--- src/rtl/irq_arb_if.sv ---
// Interrupt arbiter bus: raw lines, enables and core handshake in; offer, pending and overrun out.
// Latency: none (wires only).
// Backpressure: the core holds the offer with ack low; ack is meaningful only while irq_valid is high.
interface irq_arb_if #(
  parameter int NSRC = 3
) ();
  logic [NSRC-1:0] src;
  logic [NSRC-1:0] src_en;
  logic            gie;
  logic            boundary;
  logic            ack;
  logic [NSRC-1:0] clr_ovr;
  logic            irq_valid;
  logic [3:0]      irq_id;
  logic [63:0]     irq_cause;
  logic [NSRC-1:0] pend;
  logic [NSRC-1:0] ovr;

  // Core side: drives lines and handshake, observes the offer
  modport master (
    output src, src_en, gie, boundary, ack, clr_ovr,
    input  irq_valid, irq_id, irq_cause, pend, ovr
  );

  // Arbiter side
  modport slave (
    input  src, src_en, gie, boundary, ack, clr_ovr,
    output irq_valid, irq_id, irq_cause, pend, ovr
  );
endinterface

--- src/rtl/irq_arb.sv ---
// Interrupt arbiter: edge/level pending capture, lowest-index priority, frozen offer until ack or withdraw.
// Latency: line edge -> pend +1 cycle -> irq_valid +2 cycles; one holdoff cycle after every ack.
// Backpressure: offer is held until ack; optional overrun tracking under macro IRQ_ARB_OVERRUN_EN.
module irq_arb #(
  parameter int                NSRC      = 3,
  parameter logic [NSRC*8-1:0] CAUSE_MAP = {8'd11, 8'd3, 8'd7},
  parameter logic [NSRC-1:0]   EDGE_MASK = {NSRC{1'b1}}
) (
  input logic      clk,
  input logic      reset,
  irq_arb_if.slave bus
);

  typedef enum logic [1:0] {
    S_IDLE    = 2'd0,
    S_OFFER   = 2'd1,
    S_HOLDOFF = 2'd2
  } state_t;

  state_t          state_q, state_d;
  logic [NSRC-1:0] src_q;          // one-cycle delayed copy of the raw lines
  logic [NSRC-1:0] epend_q, epend_d;
  logic [3:0]      id_q, id_d;

  logic [NSRC-1:0] rise;
  logic [NSRC-1:0] pend_w;
  logic [NSRC-1:0] elig;
  logic [NSRC-1:0] id_oh;
  logic [NSRC-1:0] ack_clr;
  logic [3:0]      pick_id;
  logic [7:0]      cause_code;
  logic            ack_take;
  logic            lat_elig;

  assign rise     = bus.src & ~src_q;
  // Level sources mirror the delayed line; edge sources use the sticky flag.
  assign pend_w   = (epend_q & EDGE_MASK) | (src_q & ~EDGE_MASK);
  assign elig     = bus.gie ? (pend_w & bus.src_en) : '0;
  assign ack_take = (state_q == S_OFFER) && bus.ack;
  assign ack_clr  = ack_take ? id_oh : '0;
  assign lat_elig = |(elig & id_oh);

  // Decode latched id to one-hot and look up its cause code
  always_comb begin
    id_oh      = '0;
    cause_code = 8'd0;
    for (int i = 0; i < NSRC; i++) begin
      if (id_q == 4'(i)) begin
        id_oh[i]   = 1'b1;
        cause_code = CAUSE_MAP[i*8 +: 8];
      end
    end
  end

  // Lowest eligible index wins
  always_comb begin
    pick_id = 4'd0;
    for (int i = NSRC - 1; i >= 0; i--) begin
      if (elig[i]) pick_id = 4'(i);
    end
  end

  // Edge pending: a fresh edge beats the ack clear in the same cycle
  always_comb begin
    epend_d = ((epend_q & ~ack_clr) | rise) & EDGE_MASK;
  end

  // Offer FSM: next state and id latch
  always_comb begin
    state_d = state_q;
    id_d    = id_q;
    case (state_q)
      S_IDLE: begin
        if ((elig != '0) && bus.boundary) begin
          state_d = S_OFFER;
          id_d    = pick_id;
        end
      end
      S_OFFER: begin
        if (bus.ack)       state_d = S_HOLDOFF;
        else if (!lat_elig) state_d = S_IDLE;
      end
      S_HOLDOFF: state_d = S_IDLE;
      default:   state_d = S_IDLE;
    endcase
  end

  // State, line history, pending and id registers
  always_ff @(posedge clk) begin
    if (!reset) begin
      state_q <= S_IDLE;
      src_q   <= '0;
      epend_q <= '0;
      id_q    <= 4'd0;
    end else begin
      state_q <= state_d;
      src_q   <= bus.src;
      epend_q <= epend_d;
      id_q    <= id_d;
    end
  end

`ifdef IRQ_ARB_OVERRUN_EN
  logic [NSRC-1:0] ovr_q, ovr_d;

  // Overrun: an edge arriving while the edge source is still pending; set beats clear
  always_comb begin
    ovr_d = (ovr_q & ~bus.clr_ovr) | (rise & epend_q & EDGE_MASK);
  end

  // Overrun flag register
  always_ff @(posedge clk) begin
    if (!reset) ovr_q <= '0;
    else        ovr_q <= ovr_d;
  end

  assign bus.ovr = ovr_q;
`else
  assign bus.ovr = '0;
`endif

  assign bus.irq_valid = (state_q == S_OFFER);
  assign bus.irq_id    = id_q;
  assign bus.irq_cause = {1'b1, 55'd0, cause_code};
  assign bus.pend      = pend_w;

endmodule

--- src/flat_wrapper.sv ---
// flat-port wrapper written by rule: the top's interface ports become plain ports
module irq_arb_flat 
#(
  parameter int                NSRC      = 3,
  parameter logic [NSRC*8-1:0] CAUSE_MAP = {8'd11, 8'd3, 8'd7},
  parameter logic [NSRC-1:0]   EDGE_MASK = {NSRC{1'b1}}
)
  (clk, reset, bus_src, bus_src_en, bus_gie, bus_boundary, bus_ack, bus_clr_ovr, bus_irq_valid, bus_irq_id, bus_irq_cause, bus_pend, bus_ovr);
  irq_arb_if #(.NSRC(NSRC)) bus_i ();
  input logic clk;
  input logic reset;
  input wire logic [$bits(bus_i.src)-1:0] bus_src;
  input wire logic [$bits(bus_i.src_en)-1:0] bus_src_en;
  input wire logic [$bits(bus_i.gie)-1:0] bus_gie;
  input wire logic [$bits(bus_i.boundary)-1:0] bus_boundary;
  input wire logic [$bits(bus_i.ack)-1:0] bus_ack;
  input wire logic [$bits(bus_i.clr_ovr)-1:0] bus_clr_ovr;
  output wire logic [$bits(bus_i.irq_valid)-1:0] bus_irq_valid;
  output wire logic [$bits(bus_i.irq_id)-1:0] bus_irq_id;
  output wire logic [$bits(bus_i.irq_cause)-1:0] bus_irq_cause;
  output wire logic [$bits(bus_i.pend)-1:0] bus_pend;
  output wire logic [$bits(bus_i.ovr)-1:0] bus_ovr;
  assign bus_i.src = bus_src;
  assign bus_i.src_en = bus_src_en;
  assign bus_i.gie = bus_gie;
  assign bus_i.boundary = bus_boundary;
  assign bus_i.ack = bus_ack;
  assign bus_i.clr_ovr = bus_clr_ovr;
  assign bus_irq_valid = bus_i.irq_valid;
  assign bus_irq_id = bus_i.irq_id;
  assign bus_irq_cause = bus_i.irq_cause;
  assign bus_pend = bus_i.pend;
  assign bus_ovr = bus_i.ovr;
  irq_arb #(.NSRC(NSRC), .CAUSE_MAP(CAUSE_MAP), .EDGE_MASK(EDGE_MASK)) u_core (.clk(clk), .reset(reset), .bus(bus_i));
endmodule
--- config.mk ---
export PLATFORM = sky130hd
export DESIGN_NAME = irq_arb_flat
export DESIGN_NICKNAME = d
export VERILOG_FILES = /design/src/rtl/irq_arb_if.sv /design/src/rtl/irq_arb.sv /design/src/flat_wrapper.sv
export SDC_FILE = /design/constraint.sdc
export NUM_CORES = 1
export LEC_CHECK = 0
export ABC_AREA = 1
export CORE_UTILIZATION = 33
export CTS_CLUSTER_DIAMETER = 100
export CTS_CLUSTER_SIZE = 14
export DETAILED_ROUTE_END_ITERATION = 6
export GPL_TIMING_DRIVEN = 0
export PLACE_DENSITY = 0.91
export SYNTH_ARGS = -nofsm -noshare
export SYNTH_HDL_FRONTEND = slang
export SYNTH_SLANG_ARGS = --single-unit
--- constraint.sdc ---
create_clock -name clk -period 2.4 [get_ports clk]
set_clock_uncertainty 0.05 [all_clocks]
set_input_delay 0.48 -clock clk [delete_from_list [all_inputs] [get_ports clk]]
set_output_delay 0.48 -clock clk [all_outputs]
set_load 0.005 [all_outputs]
==> flow_summary_export.csv, run 1 <==
group,metric,value,unit
yosys,syn_area_per_cell,7.12,sq um
yosys,synth.ff_latch_count,10,
floorplan,core,0.00276,sq mm
worst_setup_path,critPathCaptureType,"output port",
yosys,synth_fa_ha_area_share,0,%
routing,drtIter0Drc,11,
routing,dr.pass1.iters,4,
placement,dp.final_hpwl,1510,um
worst_setup_path,timing.rr.start,"u_core.state_q[0]$_SDFFE_PN0P_",
global_route,grt_pass1_vias,625,
routing,final_antenna_net_count,0,
global_route,antenna_found_initial,0,
global_route,grt-ovfl-total,0,
sta,fin_crit_sh,81.3,%
floorplan,chipWidth,56.0,um
worst_setup_path,worstPathMaxFanout,5,
worst_hold_path,hold_path_class,"flop to flop",
yosys,ys_top_cells_by_area,"buf_4 (52%), dfxtp_1 (21%), nand2_1 (7.0%), nand3_1 (4.2%), inv_1 (3.9%)",
yosys,synth-simple-area-share,20.3,%
floorplan,rows,19,
finish,mostFrequentLayoutCells,"buf_4 (66), conb_1 (65), clkdlybuf4s50_1 (19)",
yosys,syn_inst,135,
sta,grt_setup_unrepaired,"false",
sta,setup_tns,0,ps
clocking,cts_buffers,3,
outcome,status,"completed",
yosys,ys_warn_count,0,
yosys,synth_xor_area_share,0,%
clocking,cts_hold_buf,0,
routing,drc_errors,0,
floorplan,io_pins,89,
yosys,synth_top_area_share,51.6,%
flow_run,max_cap_violations,0,
worst_setup_path,rr_worst_depth,5,
power_and_ir_drop,power.switching,131,uW
finish,final_common_cell,"buf_4",
sta,finalHoldViolCount,0,
power_and_ir_drop,comb_power_share,34.9,%
clocking,htree_num_levels,1,
placement,io_buffers,19,
power_and_ir_drop,clockPowerShare,28.4,%
worst_setup_path,startpoint,"u_core.bus.irq_id[1]$_SDFFE_PN0P_",
floorplan,die_area,0.00313,sq mm
power_and_ir_drop,p_int,379,uW
finish,finalNonFillerCells,252,
routing,vias,803,
worst_setup_path,r2r_setup_slack,1300,ps
routing,avgViaCountPerCell,3.19,
floorplan,fp.dieH,56.0,um
yosys,synth-compound-area-share,2.08,%
power_and_ir_drop,seqPwrFrac,36.7,%
power_and_ir_drop,leakage,0.893,nW
yosys,ys_seq_area_share,20.8,%
worst_setup_path,cp.arrival,1420,ps
worst_setup_path,crit_required,1870,ps
power_and_ir_drop,p_sw_share,25.8,%
sta,drv_slew,0,
global_route,grt_max_degree,9,
finish,diodes,0,
yosys,syn_area,961,sq um
finish,fillers,267,
sta,holdWs,369,ps
sta,period_minus_slack,1950,ps
sta,setup_violations,0,
routing,wl,1640,um
global_route,grt_usage,9.67,%
yosys,synth_cell_types,14,
clocking,root_buffer,"clkbuf_4",
power_and_ir_drop,ir_drop,0.345,mV
yosys,synth_top_family_by_area,"buffers and inverters",
yosys,synth.area.mux_share,0,%
finish,drive_gt1_share,34.4,%
finish,area_growth,52.2,%
worst_setup_path,crit_end,"bus_irq_cause[3]",
placement,placed_cells,248,
clocking,path_clk_slew,60,ps
clocking,cts_tree,"built",
finish,nets,236,
clocking,cts_setup_buffers,0,
placement,gp_congestion,0.792,
sta,fmax,513,MHz
global_route,grt_pass1_wl,2420,um
worst_setup_path,critPathKind,"flop to output port",
worst_setup_path,worstReg2RegEnd,"u_core.bus.pend[0]$_SDFF_PN0_",
clocking,cts-resized-gates,0,
yosys,yosysTopAreaCell,"buf_4",
clocking,clock_path_buffers,2,
clocking,cts_sinks,10,
power_and_ir_drop,powerDensity,349,mW/mm^2
worst_setup_path,critPathLaunchType,"flop",
clocking,clkLatencyLatePin,260,ps
routing,wire_per_inst,6.50,um
floorplan,start_util,34.8,%
==> synth_stat cells <==
cell type / count
a21oi_1: 1
buf_4: 66
dfxtp_1: 10
nand3_2: 2
nor3b_2: 1
nand3_1: 8
inv_1: 10
conb_1: 2
buf_2: 1
nor2_2: 2
o21ai_0: 3
nand2_1: 18
nor3_1: 1
nor2_1: 10
==> kinds of logic after synthesis <==
family | after synthesis
flip-flops | 10
AO/OA/AOI/OAI | 4
AND/OR/NAND/NOR | 42
other | 2
buffers and inverters | 77
==> critical path, cell delays in order (launching register included) <==
cell	delay, ps
dfxtp_1	400
inv_1	90
nor2_2	150
clkdlybuf4s50_1	530
==> sequential cells by signal, indices dropped and copies added, names as in the netlist <==
signal / flops
u_core.bus.pend: 3
u_core.state_q: 2
u_core.src_q: 3
u_core.bus.irq_id: 2
==> worst min path at each step <==
stage,start,cells past startpoint,endpoint
finish,u_core.src_q[0]$_SDFF_PN0_,1,u_core.bus.pend[0]$_SDFF_PN0_
global route,u_core.src_q[0]$_SDFF_PN0_,1,u_core.bus.pend[0]$_SDFF_PN0_
CTS,u_core.src_q[0]$_SDFF_PN0_,1,u_core.bus.pend[0]$_SDFF_PN0_
detailed placement,u_core.src_q[0]$_SDFF_PN0_,1,u_core.bus.pend[0]$_SDFF_PN0_
global placement,u_core.src_q[1]$_SDFF_PN0_,1,u_core.bus.pend[1]$_SDFF_PN0_
floorplan,u_core.src_q[0]$_SDFF_PN0_,1,u_core.bus.pend[0]$_SDFF_PN0_
==> layer usage <==
layer | vias up | routed length (um) | GRT usage (%) | share of wire (%)
li1 | 453 | - | - | -
met1 | 306 | 539 | 8.61 | 33
met2 | 42 | 930 | 19.6 | 57
met3 | 2 | 157 | 1.40 | 9.6
met4 | 0 | 11 | 6.27 | 0.67
met5 | - | 0 | 0 | 0
==> cell type report <==
| cell class | count | area (sq um) | area share (%) |
|---|---|---|---|
| plain buffers | 67 | 500 | 34.2 |
| repair buffers | 19 | 190 | 13.0 |
| clock buffers | 4 | 36.3 | 2.48 |
| inverters | 10 | 37.5 | 2.57 |
| flip-flops and latches | 10 | 200 | 13.7 |
| multi-input cells | 111 | 459 | 31.4 |
| well taps | 31 | 38.8 | 2.65 |
==> power by group through the flow <==
stage	Clock (mW)	Combinational, mW	Sequential (mW)
floorplan	0	0.128	0.189
CTS	0.149	0.174	0.187
detailed placement	0	0.173	0.191
global placement	0	0.172	0.190
global route	0.158	0.196	0.188
finish	0.145	0.178	0.187
==> stage by stage <==
step | power (mW) | instance area [sq um] | util (%) | setup WS, ps
finish | 0.510 | 1460 | 53.0 | 449
global route | 0.542 | 1460 | 53.0 | 351
CTS | 0.510 | 1460 | 53.0 | 444
detailed placement | 0.364 | 1430 | 51.7 | 727
global placement | 0.363 | 1430 | 51.7 | 738
floorplan | 0.317 | 1200 | - | 1250
Note: power is estimated with default switching activity, not from simulation.
==> inputs of run 2 (changes only) <==
--- a/config.mk
+++ b/config.mk
@@ -6,12 +6,12 @@
 export NUM_CORES = 1
 export LEC_CHECK = 0
 export ABC_AREA = 1
-export CORE_UTILIZATION = 33
+export CORE_UTILIZATION = 31
 export CTS_CLUSTER_DIAMETER = 100
 export CTS_CLUSTER_SIZE = 14
 export DETAILED_ROUTE_END_ITERATION = 6
 export GPL_TIMING_DRIVEN = 0
-export PLACE_DENSITY = 0.91
+export PLACE_DENSITY = 0.87
 export SYNTH_ARGS = -nofsm -noshare
 export SYNTH_HDL_FRONTEND = slang
 export SYNTH_SLANG_ARGS = --single-unit
==> constraint.sdc (replaced) <==
create_clock -name clk -period 1.9 [get_ports clk]
set_clock_uncertainty 0.05 [all_clocks]
set_input_delay 0.38 -clock clk [delete_from_list [all_inputs] [get_ports clk]]
set_output_delay 0.38 -clock clk [all_outputs]
set_load 0.005 [all_outputs]
==> flow_summary_export.csv, run 2 (synthesis results as in run 1) <==
group,metric,value,unit
sta,finalHoldViolCount,0,
floorplan,fp.dieH,57.7,um
global_route,grt_usage,10.7,%
sta,worst_slack,84.1,ps
outcome,status,"complete, but fails checks",
clocking,clock_path_buffers,2,
floorplan,start_util,33.7,%
power_and_ir_drop,clockPowerShare,29.0,%
routing,drtIter0Drc,17,
finish,diodes,0,
sta,drv_slew,0,
floorplan,rows,19,
worst_setup_path,worstPathMaxFanout,5,
sta,grt_setup_unrepaired,"false",
finish,final_core_util,51.3,%
global_route,grt-ovfl-total,0,
placement,dp.final_hpwl,1560,um
clocking,cts_hold_buf,0,
power_and_ir_drop,seqPwrFrac,36.3,%
global_route,grt_max_degree,9,
routing,final_antenna_net_count,0,
worst_setup_path,cp_cell_sequence,"nor2_1 -> clkdlybuf4s50_1",
sta,holdWs,353,ps
clocking,cts_tree,"built",
worst_setup_path,critPathCaptureType,"output port",
clocking,clkLatencyLatePin,260,ps
sta,fmax,551,MHz
clocking,cts_buffers,3,
power_and_ir_drop,power.switching,172,uW
sta,fin_crit_sh,95.6,%
routing,dr.pass1.iters,7,
finish,mostFrequentLayoutCells,"buf_4 (66), conb_1 (65), clkdlybuf4s50_1 (19)",
worst_hold_path,hold_path_class,"input port to flop",
worst_setup_path,critPathLaunchType,"flop",
worst_setup_path,crit_path_top_delay_cell,"clkdlybuf4s50_1",
global_route,antenna_found_initial,0,
clocking,cts_sinks,10,
finish,final_common_cell,"buf_4",
power_and_ir_drop,comb_power_share,34.7,%
worst_setup_path,cp.arrival,1390,ps
clocking,htree_num_levels,1,
power_and_ir_drop,leakage,0.893,nW
placement,placed_cells,248,
placement,io_buffers,19,
floorplan,chipWidth,57.7,um
finish,drive_gt1_share,34.8,%
clocking,path_clk_slew,70,ps
worst_setup_path,critPathKind,"flop to output port",
routing,wl,1730,um
global_route,grt_pass1_wl,2750,um
sta,period_minus_slack,1820,ps
routing,drc_errors,6,
outcome,violations,"design-rule violations",
flow_run,max_cap_violations,0,
routing,vias,819,
power_and_ir_drop,powerDensity,445,mW/mm^2
finish,finalNonFillerCells,252,
power_and_ir_drop,p_int,479,uW
routing,avgViaCountPerCell,3.25,
worst_setup_path,crit_required,1470,ps
global_route,grt_pass1_vias,687,
worst_setup_path,max_stage_delay,540,ps
floorplan,core,0.00285,sq mm
finish,nets,236,
sta,setup_tns,0,ps
power_and_ir_drop,p_sw_share,26.5,%
routing,wire_per_inst,6.88,um
power_and_ir_drop,ir_drop,0.358,mV
floorplan,io_pins,89,
floorplan,die_area,0.00333,sq mm
sta,setup_violations,0,
placement,gp_congestion,0.780,
finish,area_growth,52.3,%
clocking,root_buffer,"clkbuf_4",
placement,post-place-ws,320,ps
## run 2: worst max-delay path, delay by kind of cell, from the launching register on
family | cells | cell delay, ps
DFF | 1 | 360
buffers and inverters | 1 | 540
and+or+nand+nor | 1 | 220
## run 2: final cells by class
cell class | instances | area, sq um
Clock buffer | 4 | 36.3
Sequential cell | 10 | 201
Inverter | 10 | 37.5
Multi-Input combinational cell | 111 | 459
Fill cell | 286 | 1390
Buffer | 67 | 500
Tap cell | 31 | 38.8
Timing Repair Buffer | 19 | 190
## run 2: metal layers
| metal | part of all wire [%] | GRT usage, % | vias up |
|---|---|---|---|
| met5 | 0 | 0 | - |
| met4 | 1.8 | 7.14 | 0 |
| met3 | 11 | 1.34 | 4 |
| met2 | 54 | 20.3 | 46 |
| met1 | 33 | 10.9 | 318 |
| li1 | - | - | 451 |
## run 2: what timing repair did
item,4_1_cts,5_1_grt
endpoints found under the setup margin,0,1
setup buffers,0,0
gates resized for setup,0,1
## run 2: final timing paths
kind	slack, ps	cells after the start	to	start
setup / recovery	80	2	bus_irq_cause[2]	u_core.bus.irq_id[0]$_SDFFE_PN0P_
hold / removal	350	3	u_core.bus.irq_id[0]$_SDFFE_PN0P_	reset
setup reg to reg	830	5	u_core.bus.pend[0]$_SDFF_PN0_	u_core.state_q[0]$_SDFFE_PN0P_
hold reg to reg	370	1	u_core.bus.pend[1]$_SDFF_PN0_	u_core.src_q[1]$_SDFF_PN0_
## run 2: power by group through the flow
stage          registers (mW)  logic, mW  clock network (mW)
4_1_cts                 0.236      0.220               0.197
3_3_place_gp            0.240      0.218                   0
3_5_place_dp            0.241      0.219                   0
5_1_grt                 0.238      0.251               0.208
2_1_floorplan           0.239      0.162                   0
6_report                0.236      0.226               0.189
## run 2: stage by stage
stage          instance area, sq um  power [mW]
4_1_cts                        1460       0.653
2_1_floorplan                  1200       0.401
3_5_place_dp                   1430       0.460
6_report                       1460       0.651
5_1_grt                        1460       0.696
3_3_place_gp                   1430       0.458
